**src/rtl/pipe_pkg.sv**
```systemverilog
// Shared constants and types for the pipeline stage registers.
package pipe_pkg;

    // Flow-control flavours of pipe_stage_reg.
    localparam int MODE_LEGACY    = 0;
    localparam int MODE_HANDSHAKE = 1;

    // Width of the global stall vector and the stage positions inside it.
    localparam int STALL_W_DEFAULT = 6;

    typedef enum int {
        STAGE_IF  = 0,
        STAGE_ID  = 1,
        STAGE_IS  = 2,
        STAGE_EX  = 3,
        STAGE_MEM = 4,
        STAGE_WB  = 5
    } stage_e;

    // Per-edge action of the handshake-mode main/skid register pair.
    typedef enum logic [2:0] {
        SKID_IDLE,     // nothing moves
        SKID_LOAD_M,   // input goes straight into the main register
        SKID_LOAD_S,   // main is stuck, input parks in the skid register
        SKID_DRAIN_S,  // main leaves, skid moves up into main
        SKID_POP       // main leaves, nothing replaces it
    } skid_op_e;

    // Entries held by the main/skid pair; skid is only ever valid behind a valid main.
    function automatic logic [1:0] occ_count(input logic m_valid, input logic s_valid);
        return {s_valid, m_valid & ~s_valid};
    endfunction

endpackage

```
**src/rtl/pipe_stage_reg_if.sv**
```systemverilog
// Upstream/downstream payload bus of one pipeline stage register.
interface pipe_stage_reg_if #(
    parameter int DATA_W = 64
);
    logic              in_valid;
    logic [DATA_W-1:0] in_data;
    logic              in_ready;
    logic              out_valid;
    logic [DATA_W-1:0] out_data;
    logic              out_ready;

    // Environment side: feeds the stage and consumes its output.
    modport master (
        output in_valid, in_data, out_ready,
        input  in_ready, out_valid, out_data
    );

    // Stage side.
    modport slave (
        input  in_valid, in_data, out_ready,
        output in_ready, out_valid, out_data
    );
endinterface

```
**src/rtl/sat_counter.sv**
```systemverilog
// Saturating up-counter with synchronous clear, used for stage performance statistics.
module sat_counter #(
    parameter int CNT_W = 16
) (
    input  logic             clk,
    input  logic             rst,
    input  logic             i_inc,
    input  logic             i_clr,
    output logic [CNT_W-1:0] o_cnt
);
    logic [CNT_W-1:0] r_cnt;

    // Count up and stick at all-ones; reset beats clear, clear beats increment.
    // NOTE: state registers use non-blocking assignment so every flop samples pre-edge values.
    always_ff @(posedge clk) begin
        if (rst) begin
            r_cnt <= '0;
        end else if (i_clr) begin
            r_cnt <= '0;
        end else if (i_inc && (r_cnt != {CNT_W{1'b1}})) begin
            r_cnt <= r_cnt + 1'b1;
        end
    end

    assign o_cnt = r_cnt;
endmodule

```
**src/rtl/pipe_stage_reg.sv**
```systemverilog
// Generic inter-stage pipeline register: legacy stall/flush or valid/ready with a skid entry.
module pipe_stage_reg
    import pipe_pkg::*;
#(
    parameter int              DATA_W     = 64,
    parameter int              STALL_W    = STALL_W_DEFAULT,
    parameter int              STAGE_IDX  = int'(STAGE_MEM),
    parameter int              MODE       = MODE_LEGACY,
    parameter logic [DATA_W-1:0] BUBBLE_VAL = '0,
    parameter int              CNT_W      = 16
) (
    input  logic               clk,
    input  logic               rst,
    input  logic [STALL_W-1:0] stall,
    input  logic               flush,
    pipe_stage_reg_if.slave    bus,
    output logic [1:0]         occupancy,
    output logic [CNT_W-1:0]   stall_cnt,
    output logic [CNT_W-1:0]   bubble_cnt,
    input  logic               clr_cnt
);
    if (STAGE_IDX + 1 >= STALL_W) begin : g_bad_stage_idx
        $error("pipe_stage_reg: STAGE_IDX must leave room for the next stage's stall bit");
    end
    if ((MODE != MODE_LEGACY) && (MODE != MODE_HANDSHAKE)) begin : g_bad_mode
        $error("pipe_stage_reg: MODE must be 0 (legacy) or 1 (handshake)");
    end
    if ((DATA_W < 1) || (DATA_W > 512)) begin : g_bad_width
        $error("pipe_stage_reg: DATA_W must be in 1..512");
    end

    logic              w_m_valid;
    logic [DATA_W-1:0] w_m_data;
    logic              w_in_ready;
    logic [1:0]        w_occupancy;
    logic              w_stall_inc;
    logic              w_bubble_inc;

    // Each mode ignores one of these inputs entirely.
    logic w_unused;
    assign w_unused = ^{stall, bus.out_ready};

    if (MODE == MODE_LEGACY) begin : g_legacy
        logic              r_valid;
        logic [DATA_W-1:0] r_data;
        logic              w_adv;
        logic              w_bubble;
        logic              w_hold;

        assign w_adv    = ~stall[STAGE_IDX];
        assign w_bubble =  stall[STAGE_IDX] & ~stall[STAGE_IDX+1];
        assign w_hold   =  stall[STAGE_IDX] &  stall[STAGE_IDX+1];

        // Valid bit: flush and bubble empty the stage, advance copies upstream, hold keeps it.
        always_ff @(posedge clk) begin
            if (rst || flush || w_bubble) begin
                r_valid <= 1'b0;
            end else if (w_adv) begin
                r_valid <= bus.in_valid;
            end
        end

        // Payload capture on advance.
        // NOTE: payload flops carry no reset; the output mux substitutes BUBBLE_VAL whenever valid is low.
        always_ff @(posedge clk) begin
            if (w_adv) begin
                r_data <= bus.in_data;
            end
        end

        assign w_m_valid    = r_valid;
        assign w_m_data     = r_data;
        assign w_in_ready   = w_adv;
        assign w_occupancy  = {1'b0, r_valid};
        assign w_stall_inc  = ~flush & w_hold;
        assign w_bubble_inc = (~flush & w_bubble) | (flush & r_valid);
    end else begin : g_skid
        logic              r_m_valid;
        logic [DATA_W-1:0] r_m_data;
        logic              r_s_valid;
        logic [DATA_W-1:0] r_s_data;
        logic              w_in_xfer;
        logic              w_out_xfer;
        skid_op_e          w_op;

        assign w_in_xfer  = bus.in_valid & w_in_ready;
        assign w_out_xfer = r_m_valid & bus.out_ready;

        // Pick the single data movement for this edge; draining the skid entry wins.
        // NOTE: the default assignment first keeps this block free of inferred latches.
        always_comb begin
            w_op = SKID_IDLE;
            if (w_out_xfer && r_s_valid) begin
                w_op = SKID_DRAIN_S;
            end else if (w_in_xfer && (!r_m_valid || w_out_xfer)) begin
                w_op = SKID_LOAD_M;
            end else if (w_in_xfer) begin
                w_op = SKID_LOAD_S;
            end else if (w_out_xfer) begin
                w_op = SKID_POP;
            end
        end

        // Valid bits of main and skid; flush empties both at once.
        always_ff @(posedge clk) begin
            if (rst || flush) begin
                r_m_valid <= 1'b0;
                r_s_valid <= 1'b0;
            end else begin
                case (w_op)
                    SKID_LOAD_M:  r_m_valid <= 1'b1;
                    SKID_LOAD_S:  r_s_valid <= 1'b1;
                    SKID_DRAIN_S: r_s_valid <= 1'b0;
                    SKID_POP:     r_m_valid <= 1'b0;
                    default:      ;
                endcase
            end
        end

        // Payload movement between input, skid and main.
        always_ff @(posedge clk) begin
            case (w_op)
                SKID_LOAD_M:  r_m_data <= bus.in_data;
                SKID_LOAD_S:  r_s_data <= bus.in_data;
                SKID_DRAIN_S: r_m_data <= r_s_data;
                default:      ;
            endcase
        end

        assign w_m_valid    = r_m_valid;
        assign w_m_data     = r_m_data;
        // Ready comes straight from the skid flop; rst forces it low for the reset cycle.
        assign w_in_ready   = ~r_s_valid & ~rst;
        assign w_occupancy  = occ_count(r_m_valid, r_s_valid);
        assign w_stall_inc  = r_m_valid & ~bus.out_ready;
        assign w_bubble_inc = flush & (r_m_valid | r_s_valid);
    end

    assign bus.in_ready  = w_in_ready;
    assign bus.out_valid = w_m_valid;
    assign bus.out_data  = w_m_valid ? w_m_data : BUBBLE_VAL;
    assign occupancy     = w_occupancy;

    sat_counter #(.CNT_W(CNT_W)) u_stall_cnt (
        .clk   (clk),
        .rst   (rst),
        .i_inc (w_stall_inc),
        .i_clr (clr_cnt),
        .o_cnt (stall_cnt)
    );

    sat_counter #(.CNT_W(CNT_W)) u_bubble_cnt (
        .clk   (clk),
        .rst   (rst),
        .i_inc (w_bubble_inc),
        .i_clr (clr_cnt),
        .o_cnt (bubble_cnt)
    );
endmodule
```
**src/flat_wrapper.sv**
```systemverilog
// flat-port wrapper written by rule: the top's interface ports become plain ports
module pipe_stage_reg_flat import pipe_pkg::*;
#(
    parameter int              DATA_W     = 64,
    parameter int              STALL_W    = STALL_W_DEFAULT,
    parameter int              STAGE_IDX  = int'(STAGE_MEM),
    parameter int              MODE       = MODE_LEGACY,
    parameter logic [DATA_W-1:0] BUBBLE_VAL = '0,
    parameter int              CNT_W      = 16
)
  (clk, rst, stall, flush, occupancy, stall_cnt, bubble_cnt, clr_cnt, bus_in_valid, bus_in_data, bus_out_ready, bus_in_ready, bus_out_valid, bus_out_data);
  pipe_stage_reg_if #(.DATA_W(DATA_W)) bus_i ();
  input  logic clk;
  input  logic rst;
  input  logic [STALL_W-1:0] stall;
  input  logic flush;
  output logic [1:0] occupancy;
  output logic [CNT_W-1:0] stall_cnt;
  output logic [CNT_W-1:0] bubble_cnt;
  input  logic clr_cnt;
  input wire logic [$bits(bus_i.in_valid)-1:0] bus_in_valid;
  input wire logic [$bits(bus_i.in_data)-1:0] bus_in_data;
  input wire logic [$bits(bus_i.out_ready)-1:0] bus_out_ready;
  output wire logic [$bits(bus_i.in_ready)-1:0] bus_in_ready;
  output wire logic [$bits(bus_i.out_valid)-1:0] bus_out_valid;
  output wire logic [$bits(bus_i.out_data)-1:0] bus_out_data;
  assign bus_i.in_valid = bus_in_valid;
  assign bus_i.in_data = bus_in_data;
  assign bus_i.out_ready = bus_out_ready;
  assign bus_in_ready = bus_i.in_ready;
  assign bus_out_valid = bus_i.out_valid;
  assign bus_out_data = bus_i.out_data;
  pipe_stage_reg #(.DATA_W(DATA_W), .STALL_W(STALL_W), .STAGE_IDX(STAGE_IDX), .MODE(MODE), .BUBBLE_VAL(BUBBLE_VAL), .CNT_W(CNT_W)) u_core (.clk(clk), .rst(rst), .stall(stall), .flush(flush), .bus(bus_i), .occupancy(occupancy), .stall_cnt(stall_cnt), .bubble_cnt(bubble_cnt), .clr_cnt(clr_cnt));
endmodule
```
**config.mk**
```make
export PLATFORM = sky130hd
export DESIGN_NAME = pipe_stage_reg_flat
export DESIGN_NICKNAME = d
export VERILOG_FILES = /design/src/rtl/pipe_pkg.sv /design/src/rtl/pipe_stage_reg_if.sv /design/src/rtl/sat_counter.sv /design/src/rtl/pipe_stage_reg.sv /design/src/flat_wrapper.sv
export SDC_FILE = /design/constraint.sdc
export NUM_CORES = 1
export LEC_CHECK = 0
export BUFFER_PORTS_ARGS = -buffer_cell sky130_fd_sc_hd__buf_4
export CAP_MARGIN = 30
export CELL_PAD_IN_SITES_DETAIL_PLACEMENT = 1
export CELL_PAD_IN_SITES_GLOBAL_PLACEMENT = 1
export CORE_ASPECT_RATIO = 0.6
export CORE_UTILIZATION = 36
export DETAILED_ROUTE_END_ITERATION = 6
export GPL_ROUTABILITY_DRIVEN = 0
export PLACE_DENSITY_LB_ADDON = 0.05
export SLEW_MARGIN = 0
export SYNTH_ARGS = -nofsm -noshare
export SYNTH_HDL_FRONTEND = slang
export SYNTH_SLANG_ARGS = --single-unit
```
**constraint.sdc**
```tcl
create_clock -name clk -period 2.65 [get_ports clk]
set_input_delay 0.3975 -clock clk [delete_from_list [all_inputs] [get_ports clk]]
set_output_delay 0.3975 -clock clk [all_outputs]
set_load 0.005 [all_outputs]
```
==> impl_metrics.tcl, run 1 <==
set metrics [dict create \
    cpPeakStageDelay_ns 0.64 \
    report.final.hold_viol_count 0 \
    cts_max_level 3 \
    synth_edf_count 64 \
    fmax_ghz 0.490 \
    grt_start_max_net_pins 68 \
    post-cts-setup-buffers 0 \
    cap_violations 0 \
    rsz0062_at_grt "false" \
    area_growth_syn_to_layout_pct 43.2 \
    nFillCells 1152 \
    final_clock_skew_ns 0.0105 \
    number_of_core_rows 29 \
    fin_setup_tns_ns 0 \
    grt_antenna_before_repair 0 \
    mappedNetlistArea_um2 3990 \
    core_um2 10700 \
    grt_pass1_vias 3095 \
    ys_top_cells_by_count "66 x sky130_fd_sc_hd__and2_1, 64 x sky130_fd_sc_hd__edfxtp_1, 33 x sky130_fd_sc_hd__dfxtp_1, 30 x sky130_fd_sc_hd__nor2_1, 14 x sky130_fd_sc_hd__nand3_1" \
    stdcell_area_um2 5720 \
    slew-limit-headroom 0.533 \
    drt_wl_total_mm 10.0 \
    critical-path-top-cell-by-count "sky130_fd_sc_hd__nand3_1" \
    worst_skew_pair_later_pin_latency_ns 0.35 \
    rr_endpoint "u_core.u_stall_cnt.o_cnt[14]$_SDFFE_PP0P_" \
    leakage_nw 2.33 \
    dominantRegCellSynth "sky130_fd_sc_hd__edfxtp_1" \
    cts_hold_repair.buffers 0 \
    endpoint_kind "flop" \
    setup_viol 0 \
    drt_pre_antenna_iters 4 \
    worstSetupStartpoint "u_core.u_stall_cnt.o_cnt[0]$_SDFFE_PP0P_" \
    path_type_of_the_worst_min_delay_path "in -> reg" \
    worst_pin_slew_ns 0.694 \
    setup.worst_path.start_class "flop" \
    drt_wl_cell_um 15.6 \
    viasPerCell 4.76 \
    i_o_buffers 169 \
    detailedRoute.firstIterationViolations 74 \
    timing.critical_path.arrival_ns 2.24 \
    utilization_after_layout 0.536 \
    tritoncts_num_sinks 97 \
    r2r_setup_slack_ns 0.61 \
    period_needed_ns 2.04 \
    critical_path.endpoint "u_core.u_stall_cnt.o_cnt[14]$_SDFFE_PP0P_" \
    detail-route-antenna-nets 0 \
    clockBufferDepth 2 \
    die_span_in_x_um 138 \
    nNetsFinal 575 \
    final-max-slew-violation-count 0 \
    grt_first_pass_wirelength_mm 15.8 \
    effective_utilization_at_floorplan 0.374 \
    async_flop_share 0 \
    non_filler_instances 641 \
    post-place-cells 625 \
    grtUsageTotal 0.182 \
    ys_types 44 \
    synth_top_area_frac 0.481 \
    cts_buffers 9 \
    die-area_um2 11500 \
    cts_tree "built" \
    cts.clk_slew.worst_paths_ns 0.08 \
    critPathKind "reg -> reg" \
    die_height_um 83.6 \
    vdd.ir_drop.worst_mv 0.416 \
    timing.reg2reg.worst_path_depth 6 \
    crit_fanout 5 \
    synth_seq_area_share 0.647 \
    routed-via-count 3049 \
    gate_count_post_synth 327 \
    cp_cell_sequence "ha_1, nand3_1, nor4_1, nand3_1, nor3b_1, nor3_1" \
    r2r-start "u_core.u_stall_cnt.o_cnt[0]$_SDFFE_PP0P_" \
    worst_path_max_delay_cell "sky130_fd_sc_hd__nor4_1" \
    dpl.hpwl_mm 7.24 \
    status "completed" \
    powerDensity_nw_per_um2 565 \
    synth.avg_cell_area_um2 12.2 \
    synth_fp_nets 405 \
    dpl-instance-area_um2 5420 \
    layout_worst_path_cycle_share 0.770 \
    post_synthesis_cell_type_with_the_largest_combined_area "sky130_fd_sc_hd__edfxtp_1" \
    num_antenna_cells 0 \
    synth-seq-cells 97 \
    floorplan.io_pins 176 \
    grt-ovfl-total 0 \
    synth.yosys.warnings 0 \
    most_numerous_cell_in_the_yosys_netlist "sky130_fd_sc_hd__and2_1" \
    yosys-top-cells-area "sky130_fd_sc_hd__edfxtp_1 48%, sky130_fd_sc_hd__dfxtp_1 17%, sky130_fd_sc_hd__and2_1 10%" \
    remaining_drc_errors 0 \
    cts_resized 0 \
    layout-drive-gt1-share 0.402 \
    root_buffer_cell "sky130_fd_sc_hd__clkbuf_16" \
    worstPathRequired_ns 2.85 \
]
state kept, by name (all words and copies together), names as in the netlist:
register and count:
u_core.u_bubble_cnt.o_cnt 16, u_core.g_legacy.r_data 64, u_core.u_stall_cnt.o_cnt 16, u_core.bus.out_valid 1
area by class of cell:
| cell class | count | area, µm² | share of cell area |
|---|---|---|---|
| Sequential cell | 97 | 2580 | 0.452 |
| Multi-Input combinational cell | 214 | 1340 | 0.235 |
| Timing Repair Buffer | 172 | 1300 | 0.228 |
| Clock buffer | 9 | 225 | 0.0394 |
| Tap cell | 139 | 174 | 0.0304 |
| Clock inverter | 7 | 77.6 | 0.0136 |
| Inverter | 3 | 11.3 | 0.00197 |
placed cells by master (no fill, tap or decap), types with 2 or more instances in the layout:
cell type	Yosys	routed
sky130_fd_sc_hd__nor3b_1	2	2
sky130_fd_sc_hd__nor3_1	6	6
sky130_fd_sc_hd__and3_1	2	2
sky130_fd_sc_hd__xor2_1	8	8
sky130_fd_sc_hd__edfxtp_1	64	64
sky130_fd_sc_hd__a21oi_1	11	11
sky130_fd_sc_hd__o21ai_0	3	3
sky130_fd_sc_hd__inv_6	0	3
sky130_fd_sc_hd__nand2_1	9	9
sky130_fd_sc_hd__clkbuf_16	0	9
sky130_fd_sc_hd__buf_4	2	171
sky130_fd_sc_hd__nand3_1	14	14
sky130_fd_sc_hd__and4_1	2	2
sky130_fd_sc_hd__inv_1	3	2
sky130_fd_sc_hd__dfxtp_1	33	32
sky130_fd_sc_hd__mux2i_1	2	2
sky130_fd_sc_hd__or2_2	4	4
sky130_fd_sc_hd__nor4_1	3	3
sky130_fd_sc_hd__or3_1	3	3
sky130_fd_sc_hd__xnor2_1	13	13
sky130_fd_sc_hd__nand4_1	9	9
sky130_fd_sc_hd__ha_1	2	2
sky130_fd_sc_hd__and2_1	66	66
sky130_fd_sc_hd__a211oi_1	5	5
sky130_fd_sc_hd__nor2_1	30	30
layer usage:
layer,GRT usage,share of wire,vias up
met4,0.0534,0.011,0
li1,-,-,1501
met1,0.227,0.44,1448
met3,0.0710,0.082,7
met2,0.290,0.47,93
met5,0,0,-
metrics by stage:
stage	hold slack [ns]	total power [W]	setup slack, ns
3_3_place_gp	0.494	0.00193	0.728
4_1_cts	0.208	0.00328	0.638
6_report	0.219	0.00323	0.610
5_1_grt	0.197	0.00337	0.460
3_5_place_dp	0.501	0.00194	0.673
2_1_floorplan	0.474	0.00180	0.548
cell families (layout without fill, tap and decap cells):
kind of cell | Yosys count | after routing | synth area share
flops | 97 | 97 | 0.647
simple gates | 156 | 156 | 0.219
other cells | 1 | 1 | 0.000939
compound gates | 32 | 32 | 0.0589
xor+xnor | 21 | 21 | 0.0461
mux | 2 | 2 | 0.00501
buf+inv | 16 | 191 | 0.0169
fa+ha+maj | 2 | 2 | 0.00626
worst min-delay path by stage:
stage | startpoint | cells past startpoint | to
2_1_floorplan | flush | 1 | u_core.bus.out_valid$_SDFFE_PP0N_
3_3_place_gp | u_core.u_bubble_cnt.o_cnt[9]$_SDFFE_PP0P_ | 2 | u_core.u_bubble_cnt.o_cnt[9]$_SDFFE_PP0P_
3_5_place_dp | u_core.u_bubble_cnt.o_cnt[9]$_SDFFE_PP0P_ | 2 | u_core.u_bubble_cnt.o_cnt[9]$_SDFFE_PP0P_
4_1_cts | bus_in_data[27] | 1 | u_core.g_legacy.r_data[27]$_DFFE_PN_
5_1_grt | bus_in_data[27] | 1 | u_core.g_legacy.r_data[27]$_DFFE_PN_
6_report | bus_in_data[27] | 1 | u_core.g_legacy.r_data[27]$_DFFE_PN_
critical path: cells and delay by family, from the launching register on:
| kind | cells | cell delay [ns] |
|---|---|---|
| and+or+nand+nor | 5 | 1.24 |
| DFF | 1 | 0.43 |
| adders and majority gates | 1 | 0.24 |
power breakdown:
group          leakage, nW  total [W]  internal [W]  switching [W]
clock                0.147    0.00133      0.000742       0.000590
combinational         1.29   0.000184      0.000108      0.0000758
sequential           0.893    0.00172       0.00170      0.0000172
total                 2.33    0.00323       0.00255       0.000683
No activity file was read; power rests on OpenSTA's default activity.
==> inputs of run 2 (changes only) <==
- clock period: 2.65 -> 1.9 ns (I/O delays scaled with it)
==> run 2 against run 1 <==
Compared with the run above: critical path depth unchanged; final cell count increased by 1.7%; power increased by 34%; flip-flop and latch count unchanged; sequential share of layout area decreased by 0.66 points; global-route usage decreased by 0.072 points; setup slack got worse by 0.47 ns; critical endpoint is now u_core.u_bubble_cnt.o_cnt[9]$_SDFFE_PP0P_; largest cell class unchanged; highest routed layer unchanged.
==> impl_metrics.tcl, run 2 (same netlist as run 1, synthesis figures left out) <==
set metrics [dict create \
    status "completed" \
    cts_tree "built" \
    detail-route-antenna-nets 0 \
    die-area_um2 11500 \
    remaining_drc_errors 0 \
    cpPeakStageDelay_ns 0.38 \
    regMostFlops "u_core.g_legacy.r_data" \
    routedLengthMet1_mm 4.69 \
    delay_heaviest_family_cp "compound AO/OA/AOI/OAI gates" \
    tritoncts_num_sinks 97 \
    switching_share 0.210 \
    r2r-start "u_core.u_bubble_cnt.o_cnt[0]$_SDFFE_PP0P_" \
    cts_buffers 9 \
    report.final.hold_viol_count 0 \
    cp_cell_sequence "buf_4, nand4_1, a211oi_4, o31ai_4, or3_1, a21oi_1" \
    cap_violations 0 \
    cp_num_buf_inv 1 \
    grt-ovfl-total 0 \
    grt_antenna_before_repair 0 \
    timing.reg2reg.worst_path_depth 6 \
    vdd.ir_drop.worst_mv 0.474 \
    endpoint_kind "flop" \
    die_height_um 83.6 \
    power_dissipated_by_switching_net_loads_w 0.000908 \
    worstSetupStartpoint "u_core.u_bubble_cnt.o_cnt[0]$_SDFFE_PP0P_" \
    number_of_flip_flops_in_the_largest_register 64 \
    fmax_ghz 0.569 \
    root_buffer_cell "sky130_fd_sc_hd__clkbuf_16" \
    critical_path.endpoint "u_core.u_bubble_cnt.o_cnt[9]$_SDFFE_PP0P_" \
    clockBufferDepth 2 \
    number_of_core_rows 29 \
    final-max-slew-violation-count 0 \
    rr_endpoint "u_core.u_bubble_cnt.o_cnt[9]$_SDFFE_PP0P_" \
    area_growth_syn_to_layout_pct 45.4 \
    powerDensity_nw_per_um2 745 \
    post-place-cells 637 \
    worst_path_max_delay_cell "sky130_fd_sc_hd__dfxtp_1" \
    utilization_after_layout 0.544 \
    power.internal_w 0.00342 \
    setup.worst_path.start_class "flop" \
    drt_wl_cell_um 15.8 \
    setup_viol 0 \
    route.met3.wl_um 793 \
    stdcell_area_um2 5810 \
    worst_pin_slew_ns 0.503 \
    rsz0062_at_grt "false" \
    combinationalPowerShare 0.062 \
    critPathKind "reg -> reg" \
    die_span_in_x_um 138 \
    viasPerCell 4.74 \
    period_needed_ns 1.76 \
    grt_start_max_net_pins 68 \
    met2RoutedLength_mm 4.73 \
    final_clock_skew_ns 0.00681 \
    worstPathRequired_ns 2.16 \
    grt_first_pass_wirelength_mm 16.1 \
    layout-drive-gt1-share 0.417 \
    r2r_setup_slack_ns 0.14 \
    drt_wl_total_mm 10.3 \
    highest_layer "met4" \
    num_antenna_cells 0 \
    place_worst_setup_slack_ns 0.0611 \
    path_type_of_the_worst_min_delay_path "in -> reg" \
    i_o_buffers 169 \
    worst_skew_pair_later_pin_latency_ns 0.33 \
    fin_ws_ns 0.142 \
    layout_worst_path_cycle_share 0.925 \
    grtUsageTotal 0.182 \
    floorplan.io_pins 176 \
    leakage_nw 2.37 \
    nNetsFinal 587 \
    detailedRoute.firstIterationViolations 129 \
    cts.clk_slew.worst_paths_ns 0.07 \
    dpl.hpwl_mm 7.70 \
    fin_setup_tns_ns 0 \
    mostFrequentLayoutCell "sky130_fd_sc_hd__buf_4" \
    crit_fanout 3 \
    stages_on_the_worst_setup_path 6 \
    effective_utilization_at_floorplan 0.374 \
    timing.critical_path.arrival_ns 2.02 \
    share_clk_of_total_power 0.384 \
    cts_max_level 3 \
    power_frac_seq 0.553 \
    drt_pre_antenna_iters 4 \
    non_filler_instances 652 \
    dpl-instance-area_um2 5520 \
    grt_pass1_vias 3121 \
    final_cell_mix "182 x sky130_fd_sc_hd__buf_4, 66 x sky130_fd_sc_hd__and2_1, 64 x sky130_fd_sc_hd__edfxtp_1, 31 x sky130_fd_sc_hd__dfxtp_1, 30 x sky130_fd_sc_hd__nor2_1" \
    core_um2 10700 \
    routed-via-count 3092 \
    slew-limit-headroom 0.665 \
]
-- run 2: power groups by stage --
stage | clock [W] | sequential [W] | combinational, W
detailed placement | 0 | 0.00244 | 0.000275
global route | 0.00179 | 0.00240 | 0.000294
finish | 0.00166 | 0.00239 | 0.000270
floorplan | 0 | 0.00243 | 0.0000763
CTS | 0.00171 | 0.00239 | 0.000276
global placement | 0 | 0.00243 | 0.000267
-- run 2: worst min path at each step --
| stage | slack, ns | cells past startpoint | start | to |
|---|---|---|---|---|
| after floorplan | 0.36 | 1 | flush | u_core.bus.out_valid$_SDFFE_PP0N_ |
| after global placement | 0.46 | 1 | bus_in_data[55] | u_core.g_legacy.r_data[55]$_DFFE_PN_ |
| after detailed placement | 0.46 | 1 | bus_in_data[35] | u_core.g_legacy.r_data[35]$_DFFE_PN_ |
| after CTS | 0.11 | 1 | bus_in_data[35] | u_core.g_legacy.r_data[35]$_DFFE_PN_ |
| after global routing | 0.10 | 1 | bus_in_data[47] | u_core.g_legacy.r_data[47]$_DFFE_PN_ |
| final | 0.12 | 1 | bus_in_data[36] | u_core.g_legacy.r_data[36]$_DFFE_PN_ |
-- run 2: stage by stage --
step | power, W | hold slack [ns]
3_3_place_gp | 0.00270 | 0.463
3_5_place_dp | 0.00272 | 0.464
5_1_grt | 0.00449 | 0.105
2_1_floorplan | 0.00251 | 0.362
4_1_cts | 0.00438 | 0.110
6_report | 0.00432 | 0.124
-- run 2: cell type report --
cell class	instances	area, µm²
multi-input combinational	214	1360
inverter	3	15.0
clock buffer	9	225
sequential	97	2580
tap	139	174
clock inverter	6	42.5
timing repair buffer	184	1410
fill	1177	4860
-- run 2: per-layer routing --
layer  up-vias  GRT usage
met5         -          0
met3         8     0.0692
met4         0     0.0336
li1       1521          -
met1      1466      0.234
met2        97      0.291
-- run 2: worst reg2reg max path: cells and delay by family, from the launching register on --
kind | cells | cell delay [ns]
DFF | 1 | 0.38
and+or+nand+nor | 2 | 0.55
buffers and inverters | 1 | 0.14
AOI/OAI and AO/OA | 3 | 0.63
-- run 2: repair_timing --
| action | in CTS | in global routing |
|---|---|---|
| hold endpoints to repair | 0 | 0 |
| buffers inserted | 0 | 0 |
| hold buffers | 0 | 0 |
| gates resized for setup | 0 | 3 |
| setup endpoints to repair | 0 | 3 |
